`src/rtl/pv2long_mon_pkg.sv`:
```
// Shared types and constants for the long-run monitor: FSM encoding,
// pass status value and core-count limits.
package pv2long_mon_pkg;

  typedef enum logic [1:0] {
    RST_MEM  = 2'd0,
    RST_PROC = 2'd1,
    RUN      = 2'd2,
    DONE     = 2'd3
  } mon_state_e;

  localparam int          STATUS_W    = 32;
  localparam int          MAX_CORES   = 8;
  localparam int          IDX_W       = $clog2(MAX_CORES);
  localparam logic [31:0] PASS_STATUS = 32'd1;

  // Reset-sequencing delays are limited to 1..15 cycles.
  localparam int DLY_W = 4;
  typedef logic [DLY_W-1:0] dly_t;

endpackage

```
`src/rtl/pv2long_core_tracker.sv`:
```
// Per-core tracker: saturating retired-instruction counter plus a one-shot
// latch of the first nonzero status seen while the run is active.
module pv2long_core_tracker
  import pv2long_mon_pkg::*;
#(
  parameter int CNT_W = 32
) (
  input  logic                clk,
  input  logic                reset,
  input  logic                run,
  input  logic                stats_en,
  input  logic                inst_val,
  input  logic [STATUS_W-1:0] status_in,
  output logic                finished,
  output logic [STATUS_W-1:0] status,
  output logic [CNT_W-1:0]    inst_cnt
);

  logic                fin_q;
  logic [STATUS_W-1:0] stat_q;
  logic                hit;

  assign hit = run && !fin_q && (status_in != '0);

  // NOTE: synchronous active-low reset; all state updates are non-blocking so
  // every register samples the pre-edge values of its neighbours.
  always_ff @(posedge clk) begin
    if (!reset) begin
      fin_q    <= 1'b0;
      stat_q   <= '0;
      inst_cnt <= '0;
    end else begin
      if (hit) begin
        fin_q  <= 1'b1;
        stat_q <= status_in;
      end
      if (run && stats_en && inst_val && (inst_cnt != '1))
        inst_cnt <= inst_cnt + CNT_W'(1);
    end
  end

  // Look-ahead view includes a status arriving this cycle, so the top can
  // register its verdict on the same edge that latches it here.
  assign finished = fin_q | hit;
  assign status   = fin_q ? stat_q : status_in;

endmodule

```
`src/rtl/pv2long_run_monitor.sv`:
```
// Long-run test monitor: sequences memory/core resets, then watches per-core
// CP0 status until all finish, one fails, or the cycle limit expires.
module pv2long_run_monitor
  import pv2long_mon_pkg::*;
#(
  parameter int NUM_CORES    = 2,
  parameter int CNT_W        = 32,
  parameter int MEM_RST_DLY  = 1,
  parameter int PROC_RST_DLY = 1,
  parameter int STOP_ON_FAIL = 1
) (
  input  logic                    clk,
  input  logic                    reset,
  input  logic [CNT_W-1:0]        max_cycles,
  input  logic                    stats_en,
  input  logic [32*NUM_CORES-1:0] core_status,
  input  logic [NUM_CORES-1:0]    core_inst_val,
  input  logic [2:0]              stat_sel,
  output logic                    mem_reset_o,
  output logic                    proc_reset_o,
  output logic                    done,
  output logic                    pass,
  output logic                    fail,
  output logic                    timeout,
  output logic [2:0]              fail_core,
  output logic [31:0]             fail_status,
  output logic [CNT_W-1:0]        stat_cycles,
  output logic [CNT_W-1:0]        stat_insts
);

  mon_state_e          state;
  dly_t                dly_cnt;
  logic                run;
  logic [NUM_CORES-1:0] fin_eff, pass_eff, fail_eff;
  logic [STATUS_W-1:0] status_eff [NUM_CORES];
  logic [CNT_W-1:0]    inst_cnt   [NUM_CORES];
  logic [IDX_W-1:0]    fail_idx;
  logic [STATUS_W-1:0] fail_stat;
  logic [CNT_W-1:0]    cyc_next;
  logic                any_fail, all_fin, timeout_hit, end_run;

  assign run = (state == RUN);

  for (genvar k = 0; k < NUM_CORES; k++) begin : g_core
    pv2long_core_tracker #(.CNT_W(CNT_W)) u_trk (
      .clk      (clk),
      .reset    (reset),
      .run      (run),
      .stats_en (stats_en),
      .inst_val (core_inst_val[k]),
      .status_in(core_status[32*k +: 32]),
      .finished (fin_eff[k]),
      .status   (status_eff[k]),
      .inst_cnt (inst_cnt[k])
    );
    assign pass_eff[k] = fin_eff[k] && (status_eff[k] == PASS_STATUS);
    assign fail_eff[k] = fin_eff[k] && (status_eff[k] != PASS_STATUS);
  end

  // Descending scan so the lowest failing index wins.
  always_comb begin
    fail_idx  = '0;
    fail_stat = '0;
    for (int k = NUM_CORES - 1; k >= 0; k--) begin
      if (fail_eff[k]) begin
        fail_idx  = IDX_W'(k);
        fail_stat = status_eff[k];
      end
    end
  end

  always_comb begin
    stat_insts = '0;
    for (int k = 0; k < NUM_CORES; k++)
      if (stat_sel == 3'(k)) stat_insts = inst_cnt[k];
  end

  assign cyc_next    = (stat_cycles == '1) ? stat_cycles : stat_cycles + CNT_W'(1);
  assign any_fail    = |fail_eff;
  assign all_fin     = &fin_eff;
  assign timeout_hit = (max_cycles != '0) && (cyc_next == max_cycles);
  assign end_run     = all_fin || ((STOP_ON_FAIL != 0) && any_fail) || timeout_hit;

  always_ff @(posedge clk) begin
    if (!reset) begin
      state        <= RST_MEM;
      dly_cnt      <= '0;
      mem_reset_o  <= 1'b1;
      proc_reset_o <= 1'b1;
      done         <= 1'b0;
      pass         <= 1'b0;
      fail         <= 1'b0;
      timeout      <= 1'b0;
      fail_core    <= '0;
      fail_status  <= '0;
      stat_cycles  <= '0;
    end else begin
      case (state)
        RST_MEM: begin
          if (dly_cnt == dly_t'(MEM_RST_DLY - 1)) begin
            mem_reset_o <= 1'b0;
            dly_cnt     <= '0;
            state       <= RST_PROC;
          end else begin
            dly_cnt <= dly_cnt + dly_t'(1);
          end
        end
        RST_PROC: begin
          if (dly_cnt == dly_t'(PROC_RST_DLY - 1)) begin
            proc_reset_o <= 1'b0;
            dly_cnt      <= '0;
            state        <= RUN;
          end else begin
            dly_cnt <= dly_cnt + dly_t'(1);
          end
        end
        RUN: begin
          stat_cycles <= cyc_next;
          if (end_run) begin
            state       <= DONE;
            done        <= 1'b1;
            pass        <= &pass_eff;
            fail        <= any_fail;
            // A failure outranks the limit; a run that completes on the
            // limit edge is not a timeout either.
            timeout     <= timeout_hit && !all_fin && !any_fail;
            fail_core   <= fail_idx;
            fail_status <= fail_stat;
          end
        end
        DONE:    ;
        default: state <= RST_MEM;
      endcase
    end
  end

endmodule
```
`config.mk`:
```
export PLATFORM = sky130hd
export DESIGN_NAME = pv2long_run_monitor
export DESIGN_NICKNAME = d
export VERILOG_FILES = /design/src/rtl/pv2long_mon_pkg.sv /design/src/rtl/pv2long_core_tracker.sv /design/src/rtl/pv2long_run_monitor.sv
export SDC_FILE = /design/constraint.sdc
export NUM_CORES = 1
export LEC_CHECK = 0
export ABC_AREA = 1
export BUFFER_PORTS_ARGS = -buffer_cell sky130_fd_sc_hd__buf_4
export CORE_UTILIZATION = 41
export CTS_CLUSTER_DIAMETER = 50
export DETAILED_ROUTE_END_ITERATION = 12
export HOLD_SLACK_MARGIN = 0.15
export PLACE_DENSITY_LB_ADDON = 0.25
export SYNTH_ARGS = -nofsm -noshare
export SYNTH_HDL_FRONTEND = slang
export SYNTH_SLANG_ARGS = --single-unit
export TNS_END_PERCENT = 5
```
`constraint.sdc`:
```
create_clock -name clk -period 2.9 [get_ports clk]
set_input_delay 0 -clock clk [delete_from_list [all_inputs] [get_ports clk]]
set_output_delay 0 -clock clk [all_outputs]
set_load 0.01 [all_outputs]
```
# Word level (Yosys, flattened, before mapping)
# Cells that the tools add are included.
# totals
register_bits	209
input_bits	104
output_inout_bits	105
elab_cells	88
# classes
addsub	4
eq_ne	14
n_mux	14
n_bitwise	2
reduce_logical	37
# op_table
op	n
32-bit two-way mux	7
32-bit by 1-bit adder with 32-bit output (second input constant)	3
32-bit nonzero test	3
32-bit by 1-bit equality test with 1-bit output (second input constant)	2
32-bit by 1-bit inequality test with 1-bit output (second input constant)	2
32-bit inequality test (second input constant)	2
32-bit equality test	1
32-bit equality test (second input constant)	1
1-bit logical AND	16
2-bit AND reduction	5
2-bit two-way mux	3
2-bit inequality test (second input constant)	3
2-bit one-hot mux with 3 select lines	1
4-bit by 1-bit adder with 4-bit output (second input constant)	1
1-bit logical NOT	4
4-bit logical NOT	1
4-bit two-way mux	1
4-bit AND reduction	1
2-bit OR reduction	2
3-bit by 1-bit equality test with 1-bit output (second input constant)	1
3-bit logical NOT	1
3-bit nonzero test	1
2-bit by 1-bit equality test with 1-bit output (second input constant)	1
2-bit equality test (second input constant)	1
4 further kinds	7

# Logic depth before layout (Yosys ltp)
# depth
depth_word	10
mapped_depth	21
depth_no_buf	20

# Modules after synthesis
# A second synthesis with hierarchy kept.
# unflattened
cells_unflattened	2558
hier_area_um2	14522.7
# by_module_without_submodules
mod	n_inst	cells_per_inst	area_each_um2	seq_area_each_um2
pv2long_core_tracker	2	665	3950.0	1301.2
pv2long_run_monitor	1	1228	6622.6	1541.5

# Worst setup path before layout
# OpenSTA, ideal clock, no wires.
# synth_path
kind	reg2reg
from	reg stat_cycles[0]
to	reg fail_status[10]
setup_ns	0.143
t_arrival_ns	2.549
required_time_ns	2.757
setup_slack_ns	0.208
path_stages_with_launch	22
path_buffers	3
period_less_slack_ns	2.692
cell_sequence	dfxtp_1 ha_1 inv_1 nor2_4 nand2_4 nor2_4 nand2_2 buf_6 buf_6 nand2_2 nand2_1 nand2_1 nand2_1 nor2_1 nand3_1 nor2_1 nand2_2 nand2_8 inv_4 buf_6 nand2_1 a21oi_2
# synth_between
elab_chain_cells	6
word_cells_on_any_way	7
classes_between	1 x add/sub; 2 x eq/ne; 1 x mux; 3 x reduce/logical
# synth_lines
element	line_no	text
from (decl)	pv2long_run_monitor.sv:27	output logic [CNT_W-1:0] stat_cycles,
from (signal assigned)	pv2long_run_monitor.sv:118	stat_cycles <= cyc_next;
32-bit by 1-bit adder with 32-bit output / 32-bit equality test (equally long branches)	pv2long_run_monitor.sv:78	assign cyc_next = (stat_cycles == '1) ? stat_cycles : stat_cycles + CNT_W'(1);
32-bit two-way mux *	pv2long_run_monitor.sv:78	
32-bit equality test *	pv2long_run_monitor.sv:81	assign timeout_hit = (max_cycles != '0) && (cyc_next == max_cycles);
1-bit logical AND *	pv2long_run_monitor.sv:81	
1-bit logical OR *	pv2long_run_monitor.sv:82	assign end_run = all_fin || ((STOP_ON_FAIL != 0) && any_fail) || timeout_hit;
2-bit AND reduction (no line) *	--	
to (signal assigned)	pv2long_run_monitor.sv:128	fail_status <= fail_stat;
to (decl)	pv2long_run_monitor.sv:26	output logic [31:0] fail_status,
# Mark *: on every way between the ends. The rest lies on a longest branch, timed or not.
# A chain may end at the register's enable or synchronous reset.

# Final worst setup path
# layout_path
from	reg stat_cycles[0]
to	reg state[0]
# layout_between
elab_chain_cells	7
word_cells_on_any_way	8
classes_between	1 x add/sub; 3 x eq/ne; 1 x mux; 3 x reduce/logical
# layout_lines
element	line_no	text
32-bit by 1-bit adder with 32-bit output / 32-bit equality test (equally long branches)	pv2long_run_monitor.sv:78	
32-bit two-way mux *	pv2long_run_monitor.sv:78	
32-bit equality test *	pv2long_run_monitor.sv:81	
1-bit logical AND *	pv2long_run_monitor.sv:81	
1-bit logical OR *	pv2long_run_monitor.sv:82	
2-bit inequality test (no line) *	--	
4-bit AND reduction (no line) *	--	
to (signal assigned)	pv2long_run_monitor.sv:86	state <= RST_MEM;
to (signal assigned)	pv2long_run_monitor.sv:103	state <= RST_PROC;
to (signal assigned)	pv2long_run_monitor.sv:112	state <= RUN;
to (decl)	pv2long_run_monitor.sv:31	mon_state_e state;
# Marked as above.

==> results by group <==
Timing
  – Fin crit period: ~2.7 ns
  – Final setup violation count: 0
  – Final worst-path cycle share: 92.3%
  – Max Slew Vio Count: 0
  – Final hold violations: 0
  – Least-Margin Pin Slew: 1.03 ns
  – Setup Skew: 0.0140 ns
  – Slew headroom: a little under a third
  – Fmax: 374 MHz

CTS
  – CTS clk-pin slew, worst paths: about 0.060 ns
  – CTS Buf Count: 29
  – CTS tree: done
  – CTS Buffer Depth: 3
  – Clock Latency Late Sink: around 0.55 ns
  – Clock sink total: about 210
  – CTS Root Cell: clkbuf_16
  – CTS H-tree lvls: 1

Pwr
  – Worst ir drop on vdd: between 0.0004 and 0.0005 V
  – Pleak: 6.99 nW
  – P per Cell Area: ~680 mW/mm^2
  – Total power: between 10 and 15 mW

Placement
  – GPL Wtd Cong: about 0.98
  – HPWL Detailed: ~32,000 um
  – Port-buffer cells: about 200

Worst setup path
  – Critical path depth in cells: 20
  – Crit-path cells: ha_1, inv_1, nor2_4, buf_4, nand3_1, inv_2, nand3_1, nand2_1, nand2_1, nand2_1, nand2_1, nor2_1, nand3_1, nor2_2, nand2_2, buf_4, nand3_1, nand3_1, nand2_1, nor2_1
  – Top delay family on crit path: simple AND/OR/NAND/NOR gates
  – CP Class: reg -> reg
  – CP Buf/Inv Count: 4
  – Crit-path slowest cell: dfxtp_2
  – Critical Path Fanout Max: 4
  – Critical R2R Launch: stat_cycles[0]
  – Worst R2R Path Depth: 20
  – Critical Path AT: 3.10 ns
  – Setup crit end kind: register
  – CP max stage delay: between 0.3 and 0.4 ns
  – FF-to-FF End: state[0]
  – Worst Path Required: 3.33 ns
  – R2r setup slk: 0.22 ns
  – Crit path launch type: register

Floorplanning
  – Rows: 62
  – Io pins: roughly 210
  – Core area: between 0.02 and 0.03 sq mm
  – Die Span X: around 170 um
  – Initial Utilization: 42.2%
  – Die area: a little over 0.03 sq mm
  – Die Height: ~170 um

Routing
  – Initial DRC count: between 1,000 and 1,500
  – WL met2: 20,100 um
  – ANT nets after route: 0
  – DRC Markers: 0
  – Max layer used: met4
  – Vias per cell: 5.20
  – 1st-pass router iterations: 5
  – Avg WL per Cell: between 15 and 20 um
  – Detailed Route WL: ~43,000 um
  – Met3 WL: 2580 um
  – Vias: 13,900
  – DRT met1 WL: 18,700 um

Yosys
  – Sequential share of the synthesized area: approximately a third
  – Cell area after synthesis: approximately 0.012 sq mm
  – Post-Synthesis Cells: 1,951
  – Synth warnings: 0
  – Synth Area in Simple Gates: a little under a third
  – Netlist cell types: 43
  – Xor and xnor area share after synthesis: around 1.2%
  – Synth Area in Compound Gates: between 10% and 20%
  – Largest family of logic cells by synthesized area: simple AND/OR/NAND/NOR gates
  – Number of synthesized register bits: 207
  – Post-Synth Adder-Cell Area: less than 1%
  – Post-synthesis average cell area: between 6 and 7 sq um
  – Post-synthesis mux area share: 0.408%

Final layout
  – Final core occ: roughly 56%
  – Nets: approximately 2,400
  – Fillcell total: between 2,000 and 3,000
  – Inserted Diodes: 0
  – Layout cells sized above 1: a little under a fifth
  – Area growth syn-to-layout: 33.9%

Global route
  – Largest net degree at the start of global routing: just over 100
  – Total track usage: ~28%
  – Via count of the first global-routing pass: approximately 13,000
  – Grt total ovfl: 0
  – Antenna violations before repair: 0
  – First-pass GRT wire length: 67,700 um

Min path
  – Start point of the worst hold path: max_cycles[9]
  – HP Class: in -> reg
  – Hold Path Stages: 9
  – Hold Path End: timeout

Flow run
  – Max_cap viols: 0

Status
  – Status: complete, no violations
[worst max path at each step]
stage / startpoint / endpoint / slack, ns
after floorplan: stat_cycles[0] / fail_status[10] / 0.21
after global placement: stat_cycles[0] / state[1] / 0.003
after detailed placement: g_core[1].u_trk.fin_q / pass / -0.006
after CTS: stat_cycles[7] / state[0] / 0.02
after global routing: stat_cycles[1] / state[1] / -0.02
final: stat_cycles[0] / state[0] / 0.22
[worst register-to-register path, delay by kind of cell, from the launching register on]
family / cells / cell delay (ns)
simple gates: 15 / 1.48
flops: 1 / 0.35
buf+inv: 4 / 0.54
fa+ha+maj: 1 / 0.17
[flip-flops by register name (all words and copies together), names as in the netlist]
| register | flops |
|---|---|
| fail_status | 32 |
| dly_cnt | 4 |
| proc_reset_o | 1 |
| done | 1 |
| fail_core | 1 |
| g_core.u_trk.stat_q | 64 |
| stat_cycles | 32 |
| fail | 1 |
| pass | 1 |
| state | 2 |
| timeout | 1 |
| mem_reset_o | 1 |
| g_core.u_trk.inst_cnt | 64 |
| g_core.u_trk.fin_q | 2 |
[cells in the final DEF, fill, tap and decap left out, types with 7 or more instances in the layout]
master / count
dfxtp_2: 7
nand3_1: 111
nor2_2: 15
nor3_1: 45
o22ai_1: 27
inv_1: 263
nand2_2: 26
dfxtp_1: 199
buf_4: 269
nor4_1: 33
o21ai_0: 202
nor2_4: 7
ha_1: 8
xor2_1: 16
nand4_1: 31
buf_12: 7
dlygate4sd3_1: 84
nand2_1: 486
a21oi_2: 29
clkinv_2: 7
clkbuf_16: 29
a21oi_1: 151
nor2_1: 142
o21a_1: 8
[logic make-up (layout without fill, tap and decap cells)]
family / after synthesis / in the layout
simple gates: 910 / 910
flops: 207 / 207
buf+inv: 361 / 689
xor+xnor: 17 / 17
fa+ha+maj: 9 / 9
compound gates: 441 / 441
mux: 5 / 5
other cells: 1 / 2
[synth_stat cells (all sizes together)]
| library cell | number | share of area, % |
|---|---|---|
| nand2 | 514 | 16 |
| inv | 267 | 8.2 |
| o21ai | 210 | 8.6 |
| dfxtp | 207 | 34 |
| a21oi | 180 | 8.2 |
| nor2 | 164 | 5.2 |
| nand3 | 112 | 4.6 |
| clkbuf | 60 | 1.8 |
| nor3 | 46 | 1.9 |
| nor4 | 33 | 1.7 |
| nand4 | 31 | 1.6 |
| o22ai | 27 | 1.4 |
| buf | 25 | 1.7 |
| xor2 | 16 | 1.1 |
| clkinv | 9 | 0.28 |
| ha | 9 | 0.92 |
| o21a | 8 | 0.49 |
| a211oi | 6 | 0.37 |
| o31ai | 6 | 0.37 |
| mux2i | 5 | 0.41 |
| nor3b | 4 | 0.24 |
| nand3b | 3 | 0.18 |
| and2 | 2 | 0.10 |
| o211ai | 2 | 0.12 |
| a221oi | 1 | 0.071 |
| a31oi | 1 | 0.051 |
| and3 | 1 | 0.051 |
| conb | 1 | 0.031 |
| xnor2 | 1 | 0.071 |
[report_power, final]
group | switching (mW) | total, mW | internal, mW
clock network | 1.38 | 3.62 | 2.24
logic | 2.43 | 3.93 | 1.49
registers | 0.297 | 3.62 | 3.32
[metrics by stage]
step           hold slack (ns)  instances  setup slack (ns)  TNS [ns]  cell area (sq um)
6_report                 0.214       2664             0.223         0              16400
3_3_place_gp             0.261       2527           0.00254         0              14500
5_1_grt                  0.268       2664           -0.0224   -0.0699              16400
4_1_cts                  0.198       2663            0.0232         0              16300
2_1_floorplan            0.143       1952             0.208         0              12300
3_5_place_dp             0.274       2527          -0.00593   -0.0148              14500
[routing by layer]
| metal | track usage (%) | vias to the layer above |
|---|---|---|
| met5 | 0 | - |
| met4 | 11.1 | 0 |
| met3 | 3.00 | 89 |
| met2 | 45.8 | 510 |
| met1 | 36.5 | 6281 |
| li1 | - | 6977 |
[repair_timing]
item                                   CTS  global route
resized for setup                        4            41
hold buffers                            84             0
endpoints found under the hold margin  140             0
pin swaps                                0             1
setup endpoints to repair               16            50
setup buffers                            0             1
[area by class of cell]
cell class | instances | area [sq um] | area share, %
clock buffers | 34 | 764 | 4.65
repair buffers | 361 | 3010 | 18.3
inverters | 276 | 1050 | 6.41
flip-flops and latches | 207 | 4160 | 25.3
well taps | 384 | 480 | 2.93
clock inverters | 18 | 216 | 1.32
multi-input cells | 1384 | 6740 | 41.0
No activity file was read; power rests on OpenSTA's default activity.
